$ cat src/rtl/fifo_tester_gen.sv
// Traffic generator and checker for a FIFO under test. An LFSR data stream is written
// at a random rate, popped at a random rate, and compared against a replica stream.
module fifo_tester_gen #(
    parameter int          DW    = 16,
    parameter int          DEPTH = 8192,
    parameter logic [15:0] SEED  = 16'hACE1
) (
    input  logic          clk_i,
    input  logic          rst_n_i,
    input  logic          start_i,
    input  logic [31:0]   num_trans_i,
    input  logic [7:0]    wr_rate_i,
    input  logic [7:0]    rd_rate_i,
    output logic          wr_en_o,
    output logic [DW-1:0] wr_data_o,
    input  logic          full_i,
    output logic          rd_en_o,
    input  logic [DW-1:0] rd_data_i,
    input  logic          empty_i,
    output logic          busy_o,
    output logic          done_o,
    output logic [15:0]   errors_o,
    output logic          pass_o
);
    localparam int            OW      = $clog2(DEPTH) + 1;
    localparam logic [OW-1:0] DEPTH_W = OW'(DEPTH);

    localparam logic [1:0] S_IDLE = 2'd0;
    localparam logic [1:0] S_RUN  = 2'd1;
    localparam logic [1:0] S_DONE = 2'd2;

    localparam logic [15:0] WR_TAPS = 16'hB400;
    localparam logic [15:0] RD_TAPS = 16'hD008;

    function automatic logic [DW-1:0] data_taps();
        case (DW)
            8:       return DW'(8'hB8);
            16:      return DW'(16'hB400);
            32:      return DW'(32'hA300_0000);
            64:      return DW'(64'hD800_0000_0000_0000);
            default: return DW'(3) << (DW - 2);
        endcase
    endfunction

    localparam logic [DW-1:0] DATA_TAPS = data_taps();
    localparam logic [DW-1:0] SEED_X    = DW'(SEED);
    localparam logic [DW-1:0] DATA_SEED = (SEED_X == '0) ? DW'(1) : SEED_X;
    localparam logic [15:0]   RATE_SEED = (SEED == 16'h0) ? 16'h0001 : SEED;

    // Right-shifting Galois form with the top tap set: a non-zero state never reaches zero.
    function automatic logic [15:0] step16(input logic [15:0] v, input logic [15:0] taps);
        return (v >> 1) ^ (v[0] ? taps : 16'h0000);
    endfunction

    function automatic logic [DW-1:0] step_data(input logic [DW-1:0] v);
        return (v >> 1) ^ (v[0] ? DATA_TAPS : '0);
    endfunction

    logic [1:0]    state_q, state_d;
    logic [31:0]   num_q, num_d;
    logic [31:0]   wr_cnt_q, wr_cnt_d;
    logic [31:0]   rd_cnt_q, rd_cnt_d;
    logic [OW-1:0] occ_q, occ_d;
    logic [15:0]   errors_q, errors_d;
    logic [DW-1:0] data_q, data_d;
    logic [DW-1:0] ref_q, ref_d;
    logic [15:0]   wr_lfsr_q, wr_lfsr_d;
    logic [15:0]   rd_lfsr_q, rd_lfsr_d;

    logic        run;
    logic        wr_acc;
    logic        rd_acc;
    logic        mismatch;
    logic        overflow;
    logic [16:0] err_sum;

    assign run      = (state_q == S_RUN);
    assign wr_en_o  = run && (wr_lfsr_q[7:0] < wr_rate_i) && (wr_cnt_q < num_q);
    assign rd_en_o  = run && (rd_lfsr_q[7:0] < rd_rate_i) && (rd_cnt_q < num_q);
    assign wr_acc   = wr_en_o && !full_i;
    assign rd_acc   = rd_en_o && !empty_i;
    assign mismatch = rd_acc && (rd_data_i != ref_q);

    always_comb begin
        // NOTE: every signal written here gets a default first, so no latch is inferred.
        state_d   = state_q;
        num_d     = num_q;
        wr_cnt_d  = wr_cnt_q;
        rd_cnt_d  = rd_cnt_q;
        occ_d     = occ_q;
        errors_d  = errors_q;
        data_d    = data_q;
        ref_d     = ref_q;
        wr_lfsr_d = wr_lfsr_q;
        rd_lfsr_d = rd_lfsr_q;
        overflow  = 1'b0;
        err_sum   = '0;

        if (run) begin
            wr_lfsr_d = step16(wr_lfsr_q, WR_TAPS);
            rd_lfsr_d = step16(rd_lfsr_q, RD_TAPS);
            if (wr_acc) begin
                wr_cnt_d = wr_cnt_q + 32'd1;
                data_d   = step_data(data_q);
            end
            if (rd_acc) begin
                rd_cnt_d = rd_cnt_q + 32'd1;
                ref_d    = step_data(ref_q);
            end
            // Occupancy clamps at its limits; a write past DEPTH is reported, not stored.
            if (wr_acc && !rd_acc) begin
                if (occ_q >= DEPTH_W) overflow = 1'b1;
                else                  occ_d    = occ_q + OW'(1);
            end else if (rd_acc && !wr_acc && (occ_q != '0)) begin
                occ_d = occ_q - OW'(1);
            end
            err_sum  = {1'b0, errors_q} + 17'(mismatch) + 17'(overflow);
            errors_d = err_sum[16] ? 16'hFFFF : err_sum[15:0];
            if ((wr_cnt_d == num_q) && (rd_cnt_d == num_q)) state_d = S_DONE;
        end else if (start_i) begin
            num_d     = num_trans_i;
            wr_cnt_d  = '0;
            rd_cnt_d  = '0;
            occ_d     = '0;
            errors_d  = '0;
            data_d    = DATA_SEED;
            ref_d     = DATA_SEED;
            wr_lfsr_d = RATE_SEED;
            rd_lfsr_d = RATE_SEED;
            state_d   = (num_trans_i == 32'd0) ? S_DONE : S_RUN;
        end
    end

    // NOTE: sequential state is assigned with non-blocking <= only; reset is sampled at the edge.
    always_ff @(posedge clk_i) begin
        if (!rst_n_i) begin
            state_q   <= S_IDLE;
            num_q     <= '0;
            wr_cnt_q  <= '0;
            rd_cnt_q  <= '0;
            occ_q     <= '0;
            errors_q  <= '0;
            data_q    <= DATA_SEED;
            ref_q     <= DATA_SEED;
            wr_lfsr_q <= RATE_SEED;
            rd_lfsr_q <= RATE_SEED;
        end else begin
            state_q   <= state_d;
            num_q     <= num_d;
            wr_cnt_q  <= wr_cnt_d;
            rd_cnt_q  <= rd_cnt_d;
            occ_q     <= occ_d;
            errors_q  <= errors_d;
            data_q    <= data_d;
            ref_q     <= ref_d;
            wr_lfsr_q <= wr_lfsr_d;
            rd_lfsr_q <= rd_lfsr_d;
        end
    end

    // Write data is blanked in IDLE so a freshly reset block drives all-zero outputs.
    assign wr_data_o = (state_q == S_IDLE) ? '0 : data_q;
    assign busy_o    = run;
    assign done_o    = (state_q == S_DONE);
    assign errors_o  = errors_q;
    assign pass_o    = done_o && (errors_q == 16'h0000);

endmodule

$ cat config.mk
export PLATFORM = sky130hd
export DESIGN_NAME = fifo_tester_gen
export DESIGN_NICKNAME = d
export VERILOG_FILES = /design/src/rtl/fifo_tester_gen.sv
export SDC_FILE = /design/constraint.sdc
export NUM_CORES = 1
export LEC_CHECK = 0
export BUFFER_PORTS_ARGS = -buffer_cell sky130_fd_sc_hd__buf_2
export CORE_UTILIZATION = 60
export DETAILED_ROUTE_END_ITERATION = 10
export GPL_ROUTABILITY_DRIVEN = 0
export GPL_TIMING_DRIVEN = 0
export PLACE_DENSITY = 0.8
export SYNTH_ARGS = -nofsm -noshare
export SYNTH_HDL_FRONTEND = slang
export SYNTH_SLANG_ARGS = --single-unit
$ cat constraint.sdc
create_clock -name clk_i -period 7.01 [get_ports clk_i]
set_input_delay 1.402 -clock clk_i [delete_from_list [all_inputs] [get_ports clk_i]]
set_output_delay 1.402 -clock clk_i [all_outputs]
set_load 0.005 [all_outputs]
Word level (Yosys, flattened, before mapping). Index checks and enable logic that the tools add are counted.

Bits in registers: 192. Input bits: 69. Output and inout bits: 37. Logic and storage cells: 96.

Reduce and logical (&&, ||, !) cells: 26. Add/subtract/negate cells: 6. Bitwise gates (word level): 5. Eq/ne operators: 10. Order comparisons: 5. Multiplexer cells: 34.

Operators with widths (count): two-way mux 16 bit (15); two-way mux 32 bit (7); two-way mux 14 bit (5); adder 32 x 1 -> 32 bit, second input constant (2); == test 32 bit (2); < comparator 32 bit (2); XOR 15 x 16 -> 16 bit (4); zero test 32 bit (1); adder 16 x 1 -> 17 bit (1); adder 17 x 1 -> 17 bit (1); zero test 16 bit (1); < comparator 8 bit (2); != test 16 bit (1); adder 14 x 1 -> 14 bit, second input constant (1); greater-or-equal comparator 14 bit, second input constant (1); nonzero test 14 bit (1); subtractor 14 x 1 -> 14 bit, second input constant (1); logical AND 1 bit (12); two-way mux 2 bit (4); AND reduction 2 bit (4); != test 2 x 1 -> 1 bit, second input constant (3); zero test 1 bit (4); two-way mux 1 bit (3); != test 3 x 1 -> 1 bit, second input constant (1); other kinds (7) (7).

Logic depth before layout (Yosys ltp).
Depth after elaboration: 11. Mapped depth: 23. Depth with buffers taken out: 21.

Worst setup path after synthesis. Ideal clock, no wire load.

Path type: input -> register. From: input wr_rate_i[6]. To: register occ_q[13]. Library setup time: 65 ps. Slack: 1231 ps. Path buffers: 0. Arrival: 5714 ps. Stages on the path: 21. Cells stage by stage: inv_1 > ha_1 > a21oi_1 > nand2_1 > a221oi_1 > nand3_1 > nor3_1 > nand2_1 > ha_1 > a21o_1 > a21o_1 > a21o_1 > a21o_1 > a21oi_1 > o21a_1 > o21ai_0 > a41oi_1 > xor2_1 > a21oi_1 > o22a_1 > nor2_1.

Word-level cells in the longest chain between the ends: 9.

Ends and longest elaborated chain: from (decl) (line 12) `input logic [7:0] wr_rate_i,`; < comparator 8 bit (*) (line 78) `assign wr_en_o = run && (wr_lfsr_q[7:0] < wr_rate_i) && (wr_cnt_q < num_q);`; logical AND 1 bit (*) (2 in a row) (line 78); logical AND 1 bit (*) (line 80) `assign wr_acc = wr_en_o && !full_i;`; zero test 1 bit (line 114) `end else if (rd_acc && !wr_acc && (occ_q != '0)) begin`; logical AND 1 bit (2 in a row) (line 114); != test 3 x 1 -> 1 bit (no source line); AND reduction 3 bit (no source line); to (signal assigned) (line 141) `occ_q <= '0;`; to (signal assigned) (line 152) `occ_q <= occ_d;`; to (decl) (line 63) `logic [OW-1:0] occ_q, occ_d;`.

Every way passes the cells marked *; elsewhere a longest branch is shown, timed or not. A chain may end at the register's enable or synchronous reset.

Worst setup path after layout.
From: input rd_rate_i[1]. To: register errors_q[8] (netlist: errors_o[8]).

Word-level cells in the longest chain between the ends: 11.

Ends and longest elaborated chain: from (decl) (line 13) `input logic [7:0] rd_rate_i,`; < comparator 8 bit (*) (line 79) `assign rd_en_o = run && (rd_lfsr_q[7:0] < rd_rate_i) && (rd_cnt_q < num_q);`; logical AND 1 bit (*) (2 in a row) (line 79); logical AND 1 bit (*) (line 81) `assign rd_acc = rd_en_o && !empty_i;`; branches (longest 4 deep; another with adder 16 x 1 -> 17 bit); adder 17 x 1 -> 17 bit (*) (line 117) `err_sum = {1'b0, errors_q} + 17'(mismatch) + 17'(overflow);`; two-way mux 16 bit (*) (line 118) `errors_d = err_sum[16] ? 16'hFFFF : err_sum[15:0];`; two-way mux 16 bit (*) (line 99) `if (run) begin`; to (signal assigned) (line 153) `errors_q <= errors_d;`; to (decl) (line 64) `logic [15:0] errors_q, errors_d;`.

Mark *: on every way between the ends. The select of a mux whose other input is x is not followed.

==> run metrics <==
worst hold path type=reg -> reg; Seq/Total Area, Yosys=0.301; Power Density=~200 mW/mm^2; Worst Path Buf+Inv=5; met2 wire length=18.5 mm; Synth warnings=0; Final WS setup=approximately 380 ps; fmax=151 MHz; CTS H-Tree Depth=4; Worst Skew=between 20 and 25 ps; DP Worst Slack=-623 ps; Slowest-stage cell, CP=o31ai_1; final setup vio count=0; Post-synth top flop=dfxtp_1; worst reg-to-reg path cell count=23; Total GRT Usage=0.399; Routed WL per cell=20.6 um; fin crit period=around 6600 ps; wl on met1=around 17 mm; Req. time, crit path=7410 ps; ratio of cells with drive above 1 in the final layout=0.0889; post-synth top area share=0.301; critical path type=in -> reg; cells after synthesis=1697; count leader, synth=nand2_1; mean area per synthesized cell=approximately 7.5 um^2; Async SR Flop Fraction=0; Synthesized Nets=roughly 1900; dpl hpwl=32.3 mm; DR top layer=met5; Area Growth Syn to Fin=11.8%; # fillers=roughly 1800; Die X=around 150 um; Inserted Diodes=0; Final Hold Violating Endpoints=0; worst hold path stage count=2; Critical Path Max Stage Delay=approximately 630 ps; GRT overflow=0; DR iter-0 viols=about 1800; first-pass GRT wire length=between 60 and 70 mm; maxcap violations=0; Worst path depth=22; Top delay family on crit path=simple AND/OR/NAND/NOR gates; Initial Util=0.620; Cell variety after synth=70; post-CTS setup buffer count=0; IO Port Bufs=~110; Post-Route WL=between 40 and 50 mm; initial antenna violation count=0; clk slew on worst S/H paths=around 80 ps; Post-synth top cells=nand2_1, dfxtp_1, a21oi_1, nor2_1, o21ai_0; metal3 WL=about 5.3 mm; CP Cell Sequence=buf_2 > inv_1 > ha_1 > o21ai_0 > a21oi_1 > o31ai_1 > nand4_4 > or3_1 > clkbuf_1 > buf_1 > nor2_1 > fa_1 > ha_1 > and3_1 > and3_1 > and3_1 > nand3_1 > or3_1 > clkbuf_1 > a21oi_1 > a21oi_1 > nor2_1; Final Cycle Share=0.946; Max rail drop VDD=between 0.15 and 0.2 mV; largest net degree at the start of global routing=23; drt pass-1 iters=9; Max Slew Vio Count=0; post-route ant nets=0; core area=0.0206 mm^2; Num CTS Buffers=17; RSZ-0062 raised after global routing=no; total I/O pin count=106; non-filler cells, final=2104; Synth area leader=dfxtp_1; DRC viols=0; synthesized area=between 0.01 and 0.015 mm^2; nets@finish=between 1500 and 2000; crit start category=input port; Root Driver=clkbuf_16; vias in the first global route=12200; relative slew slack=0.207; CP Capture Type=register; Area contributors post-synth=dfxtp_1, ha_1, a21oi_1; Vias per Instance=6.51; Die H=about 150 um; reg-to-reg slack, setup=around 430 ps; die footprint=0.0218 mm^2; clk sinks=around 190; Worst Tran Pin Value=1180 ps; Leak=5.52 nW; via count=roughly 14000; CTS tree=built; register bit total from synthesis=roughly 190; Crit Path Max Fanout=10; total power=about 0.0029 W; Clock Latency Late Sink=~470 ps; status=finished, final reports clean; arrival time worst endpoint=a little over 7000 ps; Inst Count DP=2072; Post-synth EDFFs=0; Clock Path Buffers=2; row count=52
## report_power, final
group	switching (W)	internal (W)	total, W
clock network	0.000545	0.000494	0.00104
logic	0.000429	0.000224	0.000654
registers	0.0000485	0.00113	0.00118
## timing repair
action,4_1_cts,5_1_grt
hold buffers,0,0
setup endpoints to repair,10,10
cloned,0,0
gates resized for setup,1,4
## per-stage QoR
step	hold WS, ps	setup TNS, ps	util	instance area (um^2)
2_1_floorplan	432	0	-	12800
3_3_place_gp	437	-5140	0.662	13600
3_5_place_dp	446	-8470	0.662	13600
4_1_cts	458	0	0.693	14200
5_1_grt	471	0	0.693	14300
6_report	455	0	0.693	14300
## layout make-up
| type | instances | area, um^2 | share of cell area |
|---|---|---|---|
| timing repair buffer | 105 | 526 | 0.0369 |
| buffer | 98 | 382 | 0.0268 |
| inverter | 71 | 267 | 0.0187 |
| clock inverter | 15 | 196 | 0.0138 |
| multi-input combinational | 1336 | 8280 | 0.581 |
| sequential | 192 | 3840 | 0.270 |
| tap | 270 | 338 | 0.0237 |
| clock buffer | 17 | 425 | 0.0298 |
## flip-flops by register name (all words and copies together) (netlist names)
| name | flops |
|---|---|
| ref_q | 16 |
| state_q | 2 |
| occ_q | 14 |
| wr_cnt_q | 32 |
| rd_lfsr_q | 16 |
| rd_cnt_q | 32 |
| wr_lfsr_q | 16 |
| data_q | 16 |
| num_q | 32 |
| errors_o | 16 |
## per-layer routing
layer | vias to the layer above | global-route usage
li1 | 6296 | -
met1 | 6307 | 0.508
met2 | 873 | 0.607
met3 | 211 | 0.116
met4 | 2 | 0.214
met5 | - | 0
## path summary, 6_finish.rpt
kind	from	end
worst min-delay path	rd_lfsr_q[10]$_SDFFE_PN1P_	rd_lfsr_q[9]$_SDFFE_PN0P_
worst min register to register	rd_lfsr_q[10]$_SDFFE_PN1P_	rd_lfsr_q[9]$_SDFFE_PN0P_
worst max-delay path	rd_rate_i[1]	errors_o[8]$_SDFFE_PN0P_
worst max register to register	num_q[14]$_SDFFE_PN0P_	errors_o[13]$_SDFFE_PN0P_
## worst min-delay path, stage by stage, from the launching register on
cell,delay [ps]
dfxtp_1,320
nand2_1,50
a21oi_1,50
## cells by family (layout without fill, tap and decap cells)
kind of cell               after synthesis  count (layout)  synth area share
muxes                                   11              11           0.00903
AOI/OAI and AO/OA                      431             431             0.204
DFF                                    192             192             0.301
adders and majority gates               95              95            0.0944
and+or+nand+nor                        680             680             0.259
buffers and inverters                  169             306            0.0507
xor gates and xnor gates               119             119            0.0817
## placed cells by master, fill, tap and decap left out, types with 8 or more instances in the layout
cell type,n
a211oi_1,18
a21o_1,15
a21oi_1,176
a31oi_1,13
and3_1,25
buf_1,12
buf_2,105
clkbuf_1,82
clkbuf_16,17
dfxtp_1,192
ha_1,93
inv_1,70
nand2_1,196
nand2b_1,23
nand3_1,71
nand3b_1,17
nand4_1,26
nor2_1,160
nor2b_1,20
nor3_1,62
nor4_1,30
o211ai_1,27
o21ai_0,118
or3_1,13
or4_1,8
xnor2_1,74
xor2_1,45
No activity file was read; power rests on OpenSTA's default activity.
